## config.mk

```make
export PLATFORM = sky130hd
export DESIGN_NAME = bus_arbiter
export DESIGN_NICKNAME = d
export VERILOG_FILES = /design/src/rtl/bus_pkg.sv /design/src/rtl/rr_picker.sv /design/src/rtl/bus_arbiter.sv
export SDC_FILE = /design/constraint.sdc
export NUM_CORES = 1
export LEC_CHECK = 0
export ABC_AREA = 1
export CORE_MARGIN = 2
export CORE_UTILIZATION = 40
export DETAILED_ROUTE_END_ITERATION = 12
export HOLD_SLACK_MARGIN = 0.15
export PLACE_DENSITY_LB_ADDON = 0.2
export SLEW_MARGIN = 20
export SYNTH_ARGS = -nofsm -noshare
export SYNTH_HDL_FRONTEND = slang
export SYNTH_HIERARCHICAL = 1
export SYNTH_SLANG_ARGS = --single-unit
```

## constraint.sdc

```tcl
create_clock -name clk -period 1.35 [get_ports clk]
set_input_delay 0.3375 -clock clk [delete_from_list [all_inputs] [get_ports clk]]
set_output_delay 0.3375 -clock clk [all_outputs]
set_load 0.05 [all_outputs]
```

## src/rtl/bus_pkg.sv

```systemverilog
// rtl/bus_pkg.sv - shared bus state encoding and default bus sizing
package bus_pkg;

    typedef enum logic [1:0] {
        IDLE    = 2'd0,
        BUSY    = 2'd1,
        RELEASE = 2'd2
    } bus_state_t;

    localparam int DEF_MASTERS = 2;
    localparam int DEF_SLAVES  = 3;
    localparam int DEF_TIMEOUT = 64;

    // Round-robin successor of a master index, wrapping at the top.
    function automatic int next_master(input int idx, input int masters);
        return (idx == masters - 1) ? 0 : idx + 1;
    endfunction

endpackage

```

## src/rtl/rr_picker.sv

```systemverilog
// rtl/rr_picker.sv - combinational round-robin search from a start pointer
module rr_picker #(
    parameter  int N = 2,
    localparam int W = $clog2(N)
) (
    input  logic [N-1:0] eligible,
    input  logic [W-1:0] ptr,
    output logic         found,
    output logic [W-1:0] index
);

    int           idx;
    logic [W-1:0] idx_w;

    // Walk offsets from farthest to nearest so the nearest eligible master wins.
    always_comb begin
        found = |eligible;
        index = '0;
        idx   = 0;
        idx_w = '0;
        for (int off = N - 1; off >= 0; off--) begin
            idx   = (int'(ptr) + off) % N;
            idx_w = W'(idx);
            if (eligible[idx_w]) begin
                index = idx_w;
            end
        end
    end

endmodule

```

## src/rtl/bus_arbiter.sv

```systemverilog
// rtl/bus_arbiter.sv - round-robin bus arbiter with tenure timeout and release turnaround
module bus_arbiter
    import bus_pkg::*;
#(
    parameter  int MASTERS = DEF_MASTERS,
    parameter  int SLAVES  = DEF_SLAVES,
    parameter  int TIMEOUT = DEF_TIMEOUT,
    localparam int MID     = $clog2(MASTERS),
    localparam int SID     = $clog2(SLAVES),
    localparam int CW      = $clog2(TIMEOUT)
) (
    input  logic                   clk,
    input  logic                   resetn,
    input  logic [MASTERS-1:0]     req,
    input  logic [MASTERS*SID-1:0] slave_sel,
    input  logic [MASTERS-1:0]     done,
    output logic [MASTERS-1:0]     grant,
    output logic [MID-1:0]         master_sel,
    output logic [SID-1:0]         slave_route,
    output logic                   bus_valid,
    output logic                   timeout_err
);

    bus_state_t         state;
    bus_state_t         state_nxt;
    logic [MASTERS-1:0] eligible;
    logic               found;
    logic [MID-1:0]     pick;
    logic [MID-1:0]     rr_ptr;
    logic [MID-1:0]     win;
    logic [SID-1:0]     route;
    logic [CW-1:0]      tenure;
    logic               win_done;
    logic               term;

    always_comb begin
        eligible = '0;
        for (int i = 0; i < MASTERS; i++) begin
            eligible[i] = req[i] && (int'(slave_sel[i*SID +: SID]) < SLAVES);
        end
    end

    rr_picker #(.N(MASTERS)) u_picker (
        .eligible (eligible),
        .ptr      (rr_ptr),
        .found    (found),
        .index    (pick)
    );

    assign win_done = done[win];
    assign term     = (tenure == CW'(TIMEOUT - 1));

    always_ff @(posedge clk or negedge resetn) begin
        if (!resetn) begin
            state <= IDLE;
        end else begin
            state <= state_nxt;
        end
    end

    always_comb begin
        state_nxt = state;
        case (state)
            IDLE:    if (found) state_nxt = BUSY;
            BUSY:    if (win_done || term) state_nxt = RELEASE;
            RELEASE: state_nxt = IDLE;
            default: state_nxt = IDLE;
        endcase
    end

    // Grant and valid decode straight from state so reset drops them without a clock.
    always_comb begin
        grant     = '0;
        bus_valid = 1'b0;
        if (state == BUSY) begin
            grant[win] = 1'b1;
            bus_valid  = 1'b1;
        end
    end

    // timeout_err is registered: it is high during the RELEASE cycle that a forced end produces.
    always_ff @(posedge clk or negedge resetn) begin
        if (!resetn) begin
            win         <= '0;
            route       <= '0;
            tenure      <= '0;
            rr_ptr      <= '0;
            timeout_err <= 1'b0;
        end else begin
            timeout_err <= (state == BUSY) && term && !win_done;
            if (state == IDLE && found) begin
                win    <= pick;
                route  <= slave_sel[int'(pick)*SID +: SID];
                tenure <= '0;
            end else if (state == BUSY && !term) begin
                tenure <= tenure + 1'b1;
            end
            if (state == RELEASE) begin
                rr_ptr <= MID'(next_master(int'(win), MASTERS));
            end
        end
    end

    assign master_sel  = win;
    assign slave_route = route;

endmodule

```

==> summary.md, run 1 <==
| Metric | Value |
|---|---|
| Sequential power share | `approximately 25%` |
| IR drop worst, VDD | `approximately 1500 uV` |
| Outcome | `complete, but fails checks` |
| Final setup violation count | `4` |
| Via count | `between 700 and 800` |
| Worst Max-Slew Pin Slew | `between 200 and 250 ps` |
| Failing checks | `negative setup slack` |
| Hold Slack | `approximately 360 ps` |
| Hold buffer count at cts | `0` |
| Final Wtd Congestion | `around 0.8` |
| I/O pins | `17` |
| PortBufs | `16` |
| Fin nets | `between 100 and 150` |
| Mapped cell area | `768.2 um^2` |
| RSZ-0062 raised after global routing | `yes` |
| Htree depth | `1` |
| Finished Core Util | `70.85%` |
| Crit start category | `flop` |
| Worst hold-check path type | `input pin to async pin` |
| Register bit total from synthesis | `13` |
| Max Freq | `roughly 0.68 GHz` |
| Sequential share of the synthesized area | `~42%` |
| First-pass iteration count of the detailed router | `4` |
| Hold Violations, Final | `0` |
| GRT overflow | `0` |
| Cell Pwr Density | `2093 nW/um^2` |
| Number of global-route vias before repair | `roughly 700` |
| Crit-path max FO | `3` |
| Total Power | `about 2.6 mW` |
| Cell count after synthesis | `93` |
| DR iter-0 viols | `6` |
| Clk pwr share | `roughly a tenth` |
| Total Routed Length | `about 1800 um` |
| Total global-route track usage | `between 10% and 20%` |
| Core area | `about 1800 um^2` |
| Via/cell ratio | `about 4.7` |
| Cells along the critical path | `inv_2 -> nor2_8 -> inv_4 -> nor2_4 -> buf_12` |
| Area grow syn2layout | `62.70%` |
| Filler instances | `150` |
| Critical Path RT | `1010 ps` |
| Final min period | `roughly 1500 ps` |
| WP data arrival | `between 1000 and 1500 ps` |
| CP max stage delay | `360 ps` |
| Inserted Clock Buffers | `3` |
| # Max-Cap Violations | `0` |
| Final Max Slew Viols | `0` |
| Syn avg cell area | `8.261 um^2` |
| Clock Skew | `around 0.82 ps` |
| Die width | `roughly 48 um` |
| Max clock buf depth | `2` |
| Initial antenna violation count | `0` |
| Routed WL per cell | `between 10 and 15 um` |
| Slew margin rel. | `about 85%` |
| Largest net degree at the start of global routing | `14` |
| Clock Latency Late Sink | `270 ps` |
| HPWL Detailed | `1244 um` |
| Worst setup margin | `-130.2 ps` |
| Clock net sink count | `13` |
| P_int | `roughly 1.5 mW` |
| Clock slew at reported path FFs | `80 ps` |
| CP max-delay cell | `dfrtp_1` |
| Ant diodes | `0` |
| Root Buffer | `clkbuf_4` |
| Initial Util | `approximately 44%` |
| Rows | `15` |
| Fraction of layout cells with a size suffix above 1 | `39.37%` |
| Die area | `roughly 2300 um^2` |
| Final worst-path cycle share | `109.6%` |
| Synth Net Count | `about 100` |
| YS warnings | `6` |
| Crit. End Element | `output port` |
| First-pass GRT wire length | `2946 um` |
| Antenna Nets Post-Route | `0` |
| TritonCTS clock tree | `built` |
| Post-synthesis cell type count | `24` |
| DRC | `0` |
| Sw Ratio | `between 40% and 50%` |
| CP Class | `flop to output port` |
| Pleak | `~0.66 nW` |
| Die H | `about 48 um` |
| Comb pwr share | `between 60% and 70%` |
| Sw power | `between 1 and 1.5 mW` |
-- per-layer routing --
| layer | up-vias | part of all wire (%) | GRT usage (%) |
|---|---|---|---|
| li1 | 367 | - | - |
| met1 | 336 | 44 | 23.38 |
| met2 | 11 | 51 | 30.67 |
| met3 | 4 | 3.3 | 4.906 |
| met4 | 0 | 1.7 | 8.108 |
| met5 | - | 0 | 0 |
-- cells by family after synthesis --
group / after synthesis / share of synthesized area (%)
DFF: 13 / 42.35
buffers and inverters: 17 / 9.282
adders and majority gates: 1 / 1.628
AOI/OAI and AO/OA: 14 / 11.89
and+or+nand+nor: 48 / 34.85
-- flip-flops by register name, indices dropped and copies added (netlist names) --
name         count
slave_route      2
timeout_err      1
master_sel       1
rr_ptr           1
tenure           6
state            2
-- power by group through the flow --
| stage | logic [mW] | clock network, mW | registers (mW) |
|---|---|---|---|
| 2_1_floorplan | 0.726 | 0 | 0.790 |
| 3_3_place_gp | 1.46 | 0 | 0.666 |
| 3_5_place_dp | 1.48 | 0 | 0.671 |
| 4_1_cts | 1.56 | 0.253 | 0.654 |
| 5_1_grt | 1.82 | 0.266 | 0.672 |
| 6_report | 1.71 | 0.245 | 0.657 |
-- area by class of cell --
cell class	count	area (um^2)	share of cell area, %
Multi-Input combinational cell	63	410.4	32.83
Timing Repair Buffer	31	391.6	31.33
Sequential cell	13	327.8	26.23
Inverter	16	62.56	5.005
Tap cell	25	31.28	2.503
Clock buffer	4	26.28	2.102
-- stage by stage --
| step | std cells | setup WS [ps] | instance area [um^2] | TNS (ps) |
|---|---|---|---|---|
| final | 152 | -130.2 | 1250 | -379.8 |
| after CTS | 146 | -165.4 | 1149 | -520.8 |
| after detailed placement | 139 | -355.2 | 1096 | -3006 |
| after floorplan | 93 | -115.7 | 788.3 | -208.0 |
| after global placement | 139 | -297.2 | 1096 | -2600 |
| after global routing | 152 | -196.3 | 1250 | -586.8 |
-- worst max-delay path: cells and delay by family (launching register included) --
kind | cells | cell delay [ps]
and+or+nand+nor | 2 | 220
buffers and inverters | 3 | 280
DFF | 1 | 360
-- timing repair --
action	in CTS	in global routing
setup buffers	3	5
gates resized for setup	3	15
gates cloned	0	1
setup endpoints to repair	10	14
pin swaps	3	4
-- cell usage in the layout, fill, tap and decap left out, types with 3 or more instances in the layout --
cell type and count:
inv_1 12, buf_4 12, dlymetal6s2s_1 6, clkbuf_4 3
nand2_2 3, nor2_4 3, clkdlybuf4s50_1 3, nand3_1 5
dfrtp_1 11, nor2_1 9, nor2_2 3, a31oi_1 3
buf_12 8, nand2_1 17, inv_2 3
-- cells in the mapped netlist, drive strengths merged --
| cell | instances | share of area, % |
|---|---|---|
| nand4 | 3 | 3.3 |
| a21o | 1 | 0.98 |
| ha | 1 | 1.6 |
| inv | 16 | 7.8 |
| nand3 | 5 | 3.3 |
| a31oi | 3 | 2.4 |
| a21boi | 2 | 2.0 |
| nand2 | 23 | 16 |
| o21ai | 5 | 4.2 |
| dfrtp | 13 | 42 |
| buf | 1 | 1.5 |
| o211ai | 1 | 0.98 |
| or2 | 1 | 0.81 |
| a21oi | 2 | 1.3 |
| nor2 | 16 | 12 |
-- final timing paths --
kind	from	to	slack, ps	cells after the start
max	state[0]	grant[1]	-130	5
max reg2reg	tenure[0]	tenure[2]	110	7
min reg2reg	tenure[1]	tenure[1]	550	2
min	resetn	state[1]	360	2
max in group asynchronous	resetn	master_sel	810	2
min in group clk	slave_sel[3]	slave_route[1]	380	3
(Power assumes the default switching activity.)
==> inputs of run 2 (changes only) <==
==> constraint.sdc (replaced) <==
create_clock -name clk -period 1.6 [get_ports clk]
set_input_delay 0.4 -clock clk [delete_from_list [all_inputs] [get_ports clk]]
set_output_delay 0.4 -clock clk [all_outputs]
set_load 0.05 [all_outputs]
==> run 2 against run 1 <==
Against the previous run: the run now ends clean; global-route usage is 1.8 points lower; utilization decreased by 6.6 points; clock skew up 1.9 ps; register-to-register slack improved by 150 ps; total power decreased by 22%; sequential power decreased by 13%; final cell count is 5.3% lower; worst setup slack gained 170 ps; critical path depth fell by 1; cell area decreased by 9.3%; highest routed layer unchanged.
==> summary.md, run 2 (synthesis results as in run 1) <==
| Metric | Value |
|---|---|
| Outcome | `completed` |
| Most common cell after layout, fill and taps aside | `nand2_1` |
| Crit start category | `flop` |
| Area grow syn2layout | `47.56%` |
| Htree depth | `1 (unchanged)` |
| Inserted Clock Buffers | `3 (unchanged)` |
| Max Freq | `approximately 0.64 GHz` |
| # Max-Cap Violations | `0 (unchanged)` |
| DR iter-0 viols | `7 (+1)` |
| Antenna Nets Post-Route | `0 (unchanged)` |
| IR drop worst, VDD | `1391 uV (-4.9%)` |
| TritonCTS clock tree | `built` |
| CP Class | `flop to output port` |
| Initial antenna violation count | `0 (unchanged)` |
| Max clock buf depth | `2 (unchanged)` |
| Fraction of layout cells with a size suffix above 1 | `29.41% (-10 points)` |
| First-pass GRT wire length | `2697 um (-8.5%)` |
| RSZ-0062 raised after global routing | `yes` |
| Final Wtd Congestion | `0.8157 (+2.3%)` |
| Via/cell ratio | `4.618 (-2.2%)` |
| Comb pwr share | `62.1% (-3.4 points)` |
| Sequential power share | `28.1% (+3.0 points)` |
| HPWL Detailed | `1169 um (-6.0%)` |
| Number of global-route vias before repair | `640 (-7.5%)` |
| Core area | `1764 um^2 (unchanged)` |
| Critical Path RT | `1200 ps (+190 ps)` |
| Biggest register | `tenure` |
| Most frequent cells in the layout | `nand2_1 (18), inv_1 (14), dfrtp_1 (11)` |
| Final min period | `1559 ps` |
| Worst Max-Slew Pin Slew | `207.8 ps (-24.69 ps)` |
| Hold buffer count at cts | `0 (unchanged)` |
| Routed WL per cell | `10.27 um (-12%)` |
| PortBufs | `16 (unchanged)` |
| Die width | `47.83 um (unchanged)` |
| Worst slack, placed | `-133.8 ps (+221.4 ps)` |
| Final Instance Area | `1134 um^2 (-9.3%)` |
| Final setup violation count | `0 (-4)` |
| Root Buffer | `clkbuf_4` |
| Total Routed Length | `1479 um (-17%)` |
| Clk pwr share | `9.7% (+0.3 points)` |
| Ant diodes | `0 (unchanged)` |
| P_int | `1.128 mW (-23%)` |
| Crit path launch | `state[1]` |
| Die area | `2287 um^2 (unchanged)` |
| Placed inst area | `1077 um^2 (-1.7%)` |
| Clock slew at reported path FFs | `80 ps (about the same)` |
| Hold Violations, Final | `0 (unchanged)` |
| Sw power | `0.9038 mW (-21%)` |
| Final Max Slew Viols | `0 (unchanged)` |
| Sw Ratio | `44.47% (+0.55 points)` |
| Final worst-path cycle share | `between 90% and 100%` |
| Max FFs per register | `6 (unchanged)` |
| Crit-path max FO | `3 (unchanged)` |
| Rows | `15 (unchanged)` |
| Clock net sink count | `13 (unchanged)` |
| Reg2Reg Launch Point | `tenure[0]` |
| GRT overflow | `0 (unchanged)` |
| Finished Core Util | `64.26% (-6.6 points)` |
| Slew margin rel. | `86.00% (+1.5 points)` |
| Cell Pwr Density | `1793 nW/um^2 (-14%)` |
| WP data arrival | `1160 ps (+20 ps)` |
| First-pass iteration count of the detailed router | `4 (unchanged)` |
| DRC | `0 (unchanged)` |
| Setup_tns | `0 ps (+379.8 ps)` |
| Largest net degree at the start of global routing | `14 (unchanged)` |
| Crit. End Element | `output port` |
| Total global-route track usage | `16.98% (-1.8 points)` |
| Pleak | `0.5584 nW (-16%)` |
| Fin nets | `131 (-5.8%)` |
| Die H | `47.83 um (unchanged)` |
| Clock Latency Late Sink | `270 ps (about the same)` |
| I/O pins | `17 (unchanged)` |
| Clock Skew | `2.690 ps (+1.875 ps)` |
| Worst setup margin | `41.37 ps (+171.6 ps)` |
| Initial Util | `43.55% (unchanged)` |
| Hold Slack | `432.5 ps (+75.63 ps)` |
| Worst hold-check path type | `input pin to async pin` |
| Via count | `665 (-7.4%)` |
-- run 2: changes by cell type in the layout (fill, tap and decap cells not counted), moves of 2 or more --
cell | previous run | this run
inv_1 | 12 | 14
clkdlybuf4s50_1 | 3 | 9
a21boi_0 | 0 | 2
buf_4 | 12 | 5
dlymetal6s2s_1 | 6 | 0
inv_2 | 3 | 1
-- run 2: worst paths after layout --
| kind | slack (ps) | cells past startpoint | to |
|---|---|---|---|
| setup reg to reg | 260 | 7 | tenure[2] |
| min in group clk | 540 | 2 | tenure[1] |
| setup / recovery | 40 | 4 | grant[1] |
| max in group asynchronous | 990 | 2 | state[1] |
| hold / removal | 430 | 2 | tenure[0] |
| hold reg to reg | 540 | 2 | tenure[1] |
-- run 2: timing repair --
| item | in CTS | in global routing |
|---|---|---|
| endpoints found under the setup margin | 1 | 3 |
| pin swaps | 1 | 1 |
| gates cloned | 0 | 0 |
| gates resized for setup | 1 | 2 |
| buffers inserted | 0 | 3 |
-- run 2: through the flow --
stage	power, mW	instances
after floorplan	1.268	93
after global placement	1.766	137
after detailed placement	1.782	137
after CTS	1.987	141
after global routing	2.169	144
final	2.032	144
-- run 2: critical path, cell delays in order, from the launching register on --
cell     delay [ps]
dfrtp_2         450
nor2_8          150
inv_4            60
nor2_4           90
buf_12          140
-- run 2: area by class of cell --
| type | count | area (um^2) |
|---|---|---|
| Timing Repair Buffer | 23 | 299.0 |
| Clock buffer | 4 | 26.28 |
| Tap cell | 25 | 31.28 |
| Fill cell | 163 | 630.6 |
| Inverter | 16 | 62.56 |
| Sequential cell | 13 | 327.8 |
| Multi-Input combinational cell | 63 | 386.6 |
-- run 2: routing by layer --
layer	global-route usage (%)	up-vias	wire length (um)
met4	4.865	0	10
met2	28.00	11	702
li1	-	350	-
met3	3.774	2	57
met5	0	-	0
met1	22.35	302	707
-- run 2: power groups by stage --
stage	Sequential, mW	Combinational, mW	Clock (mW)
floorplan	0.664	0.604	0
global placement	0.578	1.19	0
detailed placement	0.584	1.20	0
CTS	0.579	1.20	0.207
global route	0.586	1.36	0.221
finish	0.572	1.26	0.198
==> edit, RTL diff (flow settings as in run 1) <==
The package constant `DEF_SLAVES` goes from 3 to 2.
--- a/src/rtl/bus_pkg.sv
+++ b/src/rtl/bus_pkg.sv
@@ -10,3 +10,3 @@
     localparam int DEF_MASTERS = 2;
-    localparam int DEF_SLAVES  = 3;
+    localparam int DEF_SLAVES  = 2;
     localparam int DEF_TIMEOUT = 64;
Interface: changed (resized slave_route and slave_sel); port bits go from 17 to 14. The function was not compared with the original's and may differ.
==> edit against run 1 <==
The flow still finishes with violations (negative setup slack). Worst setup slack improved by 0.031 ns. Combinational power fell by 19%. Design area fell by 19%. Global-route usage rose by 0.77 points. Clock skew rose by 0.0029 ns. Synthesized area fell by 13%. Sequential cell count fell by 1. Total power fell by 14%. Fmax rose by 2.2%. Routed wire length fell by 15%. First-iteration DRC count rose by 67%. Sequential power fell by 11%. Critical path type unchanged. Largest power group unchanged.
==> edit: results <==
run_status:
  status: "finished with violations"
  violations: "negative setup slack"
synth:
  synth_area_leaders: "dfrtp_1 45%, nand2_1 11%, inv_1 7.9%"
  synth_seq_area_share_pct: 45.11
  syn_nets: 96
  synth_cell_types: 19
  synth_cells: 87
  yosys-top-cells-count: "20 x nand2_1, 14 x inv_1, 12 x dfrtp_1, 8 x nor2_1, 7 x nand3_1"
  yosys_warnings: 6
hold_path:
  hp-class: "in -> async"
final_layout:
  regMostFlops: "tenure"
  final_cells: 129
  antenna_cells: 0
  drive_gt1_share_pct: 30.97
cts:
  cts_htree_levels: 1
  worstSkewPairLatency_ns: 0.28
  clockBufferDepth: 2
  cts.root.buffer_cell: "clkbuf_4"
  cts-buffers-inserted: 3
timing:
  fin_hold_ws_ns: 0.3512
  relSlewSlack_pct: 85.55
  finClkSkew_ns: 0.003724
  finalSetupViolCount: 4
  layout_setup_ws_ns: -0.09906
drt:
  first_pass_iters: 4
  wire_per_inst_um: 11.79
  drt_iter0_drc: 10
  vias_per_cell: 5.070
setup_path:
  r2r-start: "tenure[0]$_DFFE_PN0P_"
  endpoint: "bus_valid"
  rrSetupSlack_ns: 0.07
  cp_slowest_cell: "dfrtp_2"
  r2r_end: "tenure[0]$_DFFE_PN0P_"
  crit_path_start: "state[1]$_DFFE_PN0P_"
  cpPeakStageDelay_ns: 0.43
  crit_fanout: 3
  rr_worst_depth: 7
  worstPathArrival_ns: 1.11
global_routing:
  grt_max_degree: 13
  grt_pass1_wl_um: 2780
  grt_use_total_pct: 19.58
  grt_pass1_vias: 670
  antenna_found_initial: 0
placement:
  hpwl_um: 1114
  place_inst: 118
  place_congestion: 0.8962
  port_buffers: 13
power_and_ir_drop:
  power_leakage_nw: 0.4987
  vdd_drop_max_v: 0.001242
==> edit: power by group <==
part / internal, mW / leakage [nW] / switching (mW)
logic: 0.635 / 0.325 / 0.751
clock network: 0.164 / 0.0210 / 0.128
registers: 0.471 / 0.153 / 0.112
total: 1.27 / 0.499 / 0.992
==> edit: worst min path at each step <==
| stage | to | start | cells past startpoint |
|---|---|---|---|
| after floorplan | master_sel$_DFFE_PN0P_ | resetn | 0 |
| after global placement | rr_ptr$_DFFE_PN0N_ | rr_ptr$_DFFE_PN0N_ | 2 |
| after detailed placement | tenure[1]$_DFFE_PN0P_ | tenure[1]$_DFFE_PN0P_ | 2 |
| after CTS | rr_ptr$_DFFE_PN0N_ | resetn | 2 |
| after global routing | tenure[0]$_DFFE_PN0P_ | resetn | 2 |
| final | rr_ptr$_DFFE_PN0N_ | resetn | 2 |
==> edit: logic make-up (layout without fill, tap and decap cells) <==
kind of cell	Yosys count	in the layout	synth area share [%]
AO/OA/AOI/OAI	12	12	9.960
adder cells (fa/ha/maj)	1	1	1.879
buffers and inverters	17	43	10.71
flip-flops	12	12	45.11
AND/OR/NAND/NOR	45	45	32.33
==> edit: repair_timing <==
item	in CTS	in global routing
setup endpoints to repair	3	9
resized for setup	3	3
pin swaps	1	0
hold buffers	0	0
setup buffers	5	2
hold endpoints to repair	0	0
==> edit: metrics by stage <==
step / instance area, sq um / setup WS (ns) / setup TNS (ns) / total power, mW / utilization [%]
3_3_place_gp: 903.4 / -0.1527 / -0.8085 / 1.759 / 58.60
5_1_grt: 1010 / -0.1439 / -0.4848 / 2.417 / 65.50
4_1_cts: 987.2 / -0.1122 / -0.2539 / 2.210 / 64.04
3_5_place_dp: 903.4 / -0.1707 / -1.002 / 1.778 / 58.60
6_report: 1010 / -0.09906 / -0.2868 / 2.262 / 65.50
2_1_floorplan: 681.9 / 0.01878 / 0 / 1.288 / -
==> edit: worst max-delay path, delay by kind of cell (launching register included) <==
family        cells  cell delay (ns)
buf+inv           2             0.29
flops             1             0.43
simple gates      1             0.11
==> edit: final cells by class <==
| cell class | instances | area (sq um) |
|---|---|---|
| fillers | 129 | 531.8 |
| multi-input cells | 58 | 321.6 |
| flip-flops and latches | 12 | 302.8 |
| repair buffers | 23 | 269.0 |
| inverters | 16 | 60.06 |
| clock buffers | 4 | 36.28 |
| well taps | 16 | 20.02 |
==> edit: routing by layer <==
layer / vias up / track usage [%] / wire, um
li1: 324 / - / -
met1: 313 / 21.27 / 628
met2: 13 / 32.17 / 783
met3: 4 / 9.600 / 89
met4: 0 / 8.824 / 20
met5: - / 0 / 0
